`src/rtl/ahb_slave_if.sv`:
```
// ---------------------------------------------------------------------------
// ahb_slave_if
//
// AHB-side front end of the AHB-to-APB bridge. It qualifies AHB transfers,
// decodes the address into a one-hot APB slave select and pipelines the
// address, write data and direction into the two-deep registers that the
// APB controller consumes. Unmapped but active transfers get a two-cycle
// AHB ERROR response. APB read data is passed straight back to the AHB bus.
//
// Ports:
//   Hclk        in   bridge clock, rising edge
//   Hreset      in   synchronous active-high reset
//   Hwrite      in   AHB direction (1 = write)
//   Hreadyin    in   AHB HREADY; address phases are accepted only when 1
//   Htrans      in   AHB transfer type (IDLE/BUSY/NONSEQ/SEQ)
//   Haddr       in   AHB address (decode uses bits [31:26], ADDR_W >= 32)
//   Hwdata      in   AHB write data
//   Prdata      in   APB read data from the selected peripheral
//   valid       out  combinational: qualified, mapped transfer this cycle
//   tempselx    out  combinational one-hot slave select
//   Haddr1/2    out  address pipeline stages 1 and 2
//   Hwdata1/2   out  write-data pipeline stages 1 and 2
//   Hwritereg   out  Hwrite registered with the accepted address phase
//   Hrdata      out  combinational copy of Prdata
//   Hresp       out  registered response (0 OKAY, 1 ERROR)
//   Hready_err  out  registered; 0 stalls the bus in the first ERROR cycle
// ---------------------------------------------------------------------------
module ahb_slave_if #(
    parameter int ADDR_W = 32,
    parameter int DATA_W = 32
) (
    input  logic              Hclk,
    input  logic              Hreset,
    input  logic              Hwrite,
    input  logic              Hreadyin,
    input  logic [1:0]        Htrans,
    input  logic [ADDR_W-1:0] Haddr,
    input  logic [DATA_W-1:0] Hwdata,
    input  logic [DATA_W-1:0] Prdata,
    output logic              valid,
    output logic [2:0]        tempselx,
    output logic [ADDR_W-1:0] Haddr1,
    output logic [ADDR_W-1:0] Haddr2,
    output logic [DATA_W-1:0] Hwdata1,
    output logic [DATA_W-1:0] Hwdata2,
    output logic              Hwritereg,
    output logic [DATA_W-1:0] Hrdata,
    output logic              Hresp,
    output logic              Hready_err
);

    typedef enum logic [1:0] {
        E_IDLE = 2'd0,
        E_ERR1 = 2'd1,
        E_ERR2 = 2'd2
    } err_state_e;

    err_state_e        err_state_q;
    logic              hresp_q;
    logic              hready_err_q;
    logic [ADDR_W-1:0] haddr1_q, haddr2_q;
    logic [DATA_W-1:0] hwdata1_q, hwdata2_q;
    logic              hwrite_q;

    logic              active;
    logic              unmapped;

    // Address decode: three 64 MB windows starting at 0x8000_0000.
    always_comb begin
        tempselx = 3'b000;
        case (Haddr[31:26])
            6'b100000: tempselx = 3'b001;
            6'b100001: tempselx = 3'b010;
            6'b100010: tempselx = 3'b100;
            default:   tempselx = 3'b000;
        endcase
    end

    // Only NONSEQ/SEQ with HREADY high are real address phases.
    assign active   = Hreadyin & Htrans[1];
    assign unmapped = (tempselx == 3'b000);

    // A mapped transfer offered while the ERROR response is running is
    // ignored; the master must re-issue it.
    assign valid  = active & ~unmapped & (err_state_q == E_IDLE);
    assign Hrdata = Prdata;

    // Address / data / direction pipeline; frozen while HREADY is low.
    always_ff @(posedge Hclk) begin
        if (Hreset) begin
            haddr1_q  <= '0;
            haddr2_q  <= '0;
            hwdata1_q <= '0;
            hwdata2_q <= '0;
            hwrite_q  <= 1'b0;
        end else if (Hreadyin) begin
            haddr1_q  <= Haddr;
            haddr2_q  <= haddr1_q;
            hwdata1_q <= Hwdata;
            hwdata2_q <= hwdata1_q;
            hwrite_q  <= Hwrite;
        end
    end

    // Error FSM with registered outputs. The ERROR sequence is self-timed
    // and does not wait for HREADY; a new unmapped transfer can only start
    // a fresh sequence once back in E_IDLE.
    always_ff @(posedge Hclk) begin
        if (Hreset) begin
            err_state_q  <= E_IDLE;
            hresp_q      <= 1'b0;
            hready_err_q <= 1'b1;
        end else begin
            case (err_state_q)
                E_IDLE: begin
                    if (active && unmapped) begin
                        err_state_q  <= E_ERR1;
                        hresp_q      <= 1'b1;
                        hready_err_q <= 1'b0;
                    end else begin
                        hresp_q      <= 1'b0;
                        hready_err_q <= 1'b1;
                    end
                end
                E_ERR1: begin
                    err_state_q  <= E_ERR2;
                    hresp_q      <= 1'b1;
                    hready_err_q <= 1'b1;
                end
                E_ERR2: begin
                    err_state_q  <= E_IDLE;
                    hresp_q      <= 1'b0;
                    hready_err_q <= 1'b1;
                end
                default: begin
                    err_state_q  <= E_IDLE;
                    hresp_q      <= 1'b0;
                    hready_err_q <= 1'b1;
                end
            endcase
        end
    end

    assign Haddr1     = haddr1_q;
    assign Haddr2     = haddr2_q;
    assign Hwdata1    = hwdata1_q;
    assign Hwdata2    = hwdata2_q;
    assign Hwritereg  = hwrite_q;
    assign Hresp      = hresp_q;
    assign Hready_err = hready_err_q;

endmodule
```
`config.mk`:
```
export PLATFORM = sky130hd
export DESIGN_NAME = ahb_slave_if
export DESIGN_NICKNAME = d
export VERILOG_FILES = /design/src/rtl/ahb_slave_if.sv
export SDC_FILE = /design/constraint.sdc
export NUM_CORES = 1
export LEC_CHECK = 0
export CORE_MARGIN = 2
export CORE_UTILIZATION = 42
export CTS_CLUSTER_SIZE = 16
export DETAILED_ROUTE_END_ITERATION = 12
export GPL_TIMING_DRIVEN = 0
export HOLD_SLACK_MARGIN = 0.15
export PLACE_DENSITY = 0.95
export SETUP_SLACK_MARGIN = 0.05
export SLEW_MARGIN = 20
export SYNTH_ARGS = -nofsm -noshare
export SYNTH_HDL_FRONTEND = slang
export SYNTH_SLANG_ARGS = --single-unit
```
`constraint.sdc`:
```
create_clock -name Hclk -period 3 [get_ports Hclk]
set_input_delay 0.9 -clock Hclk [delete_from_list [all_inputs] [get_ports Hclk]]
set_output_delay 0.9 -clock Hclk [all_outputs]
set_load 0.01 [all_outputs]
```
==> key figures <==
Layout
  • Layout cells sized above 1: 0.126
  • Finished Layout Cells: ~880
  • Multi-input logic area: around 0.0019 mm²
  • Nets: 822
  • N_diodes: 0
  • Reg area: around 0.0027 mm²
  • Fill count: between 800 and 900
  • Final core occ: 0.708
  • Area Overhead vs Synth: 63.8%

Drt
  • Wirelength per Cell: ~17 µm
  • First drt pass iteration count: 4
  • Via-to-Cell Ratio: 4.88
  • Detail Route Antenna Nets: 0
  • Vias post-DR: 4,274
  • WL final: roughly 15,000 µm
  • DR iter-0 viols: 187
  • DRC violations left: 0

CTS
  • Clk slew on worst S/H paths: 0.05 ns
  • Longest Clk Path Bufs: 2
  • H-tree depth: 4
  • CTS sink count: between 100 and 150
  • Worst-Skew Late Latency: slightly above 0.4 ns
  • CTS tree: done
  • Inserted Clock Buffers: 17
  • Root Driver: clkbuf_16

STA
  • Hold slack: between 0.4 and 0.5 ns
  • Endpoints failing setup: 0
  • Fmax: 339 MHz
  • Fin Setup TNS: 0 ns
  • Final Hold Vio Count: 0
  • Fin crit share: 0.983
  • RSZ-0062 raised after global routing: yes
  • Worst-margin pin slew: roughly 0.6 ns
  • Fin crit period: about 2.9 ns
  • Max-slew violations: 0
  • Final WS setup: ~0.052 ns
  • Clk_skew: between 0.009 and 0.01 ns
  • Max_slew headroom: 0.595

Global routing
  • Global-route wire length before repair: 23,000 µm
  • All-Layer GR Usage: 0.230
  • Initial antenna violation count: 0
  • Gr ovfl total: 0
  • Vias in the first global route: 4,572
  • Largest net degree at the start of global routing: 17

Synthesis
  • Synth area leaders: dfxtp_1 54%, mux2i_1 26%, nor2_1 9.8%, buf_4 6.4%, clkbuf_1 0.91%
  • Post-synthesis cell type count: 18
  • Yosys top cell area share: 0.537
  • Syn nets: roughly 570
  • Post-synth EDFFs: 0
  • Synth top cells by count: 133 x dfxtp_1, 129 x mux2i_1, 129 x nor2_1
  • Synth warn: 0
  • Syn_area_per_cell: around 11 µm²
  • Sequential area share after synthesis: 0.537
  • Most frequent cell after synthesis: dfxtp_1
  • Asr flop ratio synth: 0
  • Yosys reg bits: between 100 and 150
  • Area leader, netlist: dfxtp_1
  • Most used DFF post-synth: dfxtp_1
  • Netlist Area Pre-Place: between 0.004 and 0.005 mm²
  • Synth Instances: ~470

Worst setup path
  • Crit path launch type: primary input
  • CP arrival: roughly 2 ns
  • FF-to-FF path depth: 2
  • CP Class: in -> out
  • Crit Reg-Reg Startpoint: err_state_q[0]
  • Crit end category: output port
  • Crit-path max FO: 4
  • Crit-path cells: buf_8 > or4b_4 > nor4b_4 > buf_2
  • Worst Setup SP: Haddr[30]
  • Worst r2r dst: Hready_err
  • CP Capture Point: valid
  • Flop2flop setup slack: approximately 1.9 ns
  • Max stage delay on crit path: 0.58 ns
  • CP required: 2.10 ns
  • Critical path's slowest cell: or4b_4

Die
  • Initial core utilization: 0.432
  • Core area: between 0.01 and 0.015 mm²
  • Full die area: about 0.013 mm²
  • Die Ht: 113 µm
  • Std-Cell Rows: 39
  • Die width: about 110 µm
  • Total I/O pin count: roughly 270

Outcome
  • Status: completed

Placed design
  • DP Cell Count: between 800 and 900
  • Place WS: -0.758 ns
  • Post-DP HPWL: between 10,000 and 15,000 µm
  • Routability cong.: 0.827
  • IO buf count: 233

Power
  • Maximum VDD drop: 0.355 mV
  • Static Leak: between 3 and 4 nW
  • Power per Cell Area: 586 mW/mm²

Worst hold path
  • Hold Crit Class: reg -> reg

Job
  • Maxcap violations: 0
worst max-delay path, delay by kind of cell:
kind                   cells  cell delay [ns]
buffers and inverters      2             0.29
AND/OR/NAND/NOR            2             0.85
repair_timing:
action | CTS | global route
pin swaps | 2 | 2
resized for setup | 34 | 8
setup buffers | 0 | 1
setup endpoints to repair | 4 | 1
hold buffers | 0 | 0
gates cloned | 0 | 0
where the power goes:
| group | switching, mW | internal, mW | leakage (nW) |
|---|---|---|---|
| Sequential | 0.0643 | 1.85 | 1.09 |
| Combinational | 0.260 | 0.377 | 2.14 |
| Clock | 0.731 | 1.48 | 0.306 |
cells by family after synthesis:
logic type | count (synthesis) | share of synthesized area
AND/OR/NAND/NOR | 138 | 0.113
multiplexers | 129 | 0.260
AO/OA/AOI/OAI | 5 | 0.00782
buffers and inverters | 62 | 0.0818
flip-flops | 133 | 0.537
layout by cell type, fill, tap and decap left out, drive strengths merged:
cell type and count:
a2111o 1, nor3b 3, nand2 1, or4b 1, clkdlybuf4s50 224, nand3b 1
buf 58, nor4b 2, dlymetal6s2s 1, nor3 1, a2111oi 2, clkinvlp 2
clkdlybuf4s15 1, clkinv 2, bufinv 4, a21oi 2, clkbuf 36, dfxtp 133
nor2 129, mux2i 129
worst min path at each step:
stage                   start             end  slack, ns  cells after the start
3_5_place_dp       Hwdata2[9]      Hwdata2[9]       0.48                      2
6_report          Hwdata2[25]     Hwdata2[25]       0.49                      2
4_1_cts           Hwdata2[25]     Hwdata2[25]       0.50                      2
5_1_grt           Hwdata2[25]     Hwdata2[25]       0.52                      2
3_3_place_gp        Haddr2[9]       Haddr2[9]       0.47                      2
2_1_floorplan  err_state_q[1]  err_state_q[1]       0.48                      1
per-layer routing:
layer  vias to the layer above  wire, µm  global-route usage
met5                         -         0                   0
li1                       2027         -                   -
met4                         0       401               0.110
met3                        33       882              0.0616
met2                       170      8070               0.426
met1                      2044      5610               0.240
registers in the layout (all words and copies together), names as in the netlist:
signal,cells
Haddr1,32
Haddr2,32
Hwritereg,1
Hwdata2,32
Hwdata1,32
err_state_q,2
Hresp,1
Hready_err,1
final cells by class:
type / count / area share
well taps: 143 / 0.0220
clock buffers: 24 / 0.0606
plain buffers: 62 / 0.0499
repair buffers: 234 / 0.286
flip-flops and latches: 133 / 0.328
clock inverters: 8 / 0.0179
multi-input cells: 272 / 0.235
per-stage QoR:
step           power [mW]  instance area [µm²]
2_1_floorplan        2.22                 4960
3_3_place_gp         2.56                 7470
3_5_place_dp         2.59                 7470
4_1_cts              4.79                 8100
5_1_grt              4.92                 8120
6_report             4.76                 8120
No activity file was read; power rests on OpenSTA's default activity.
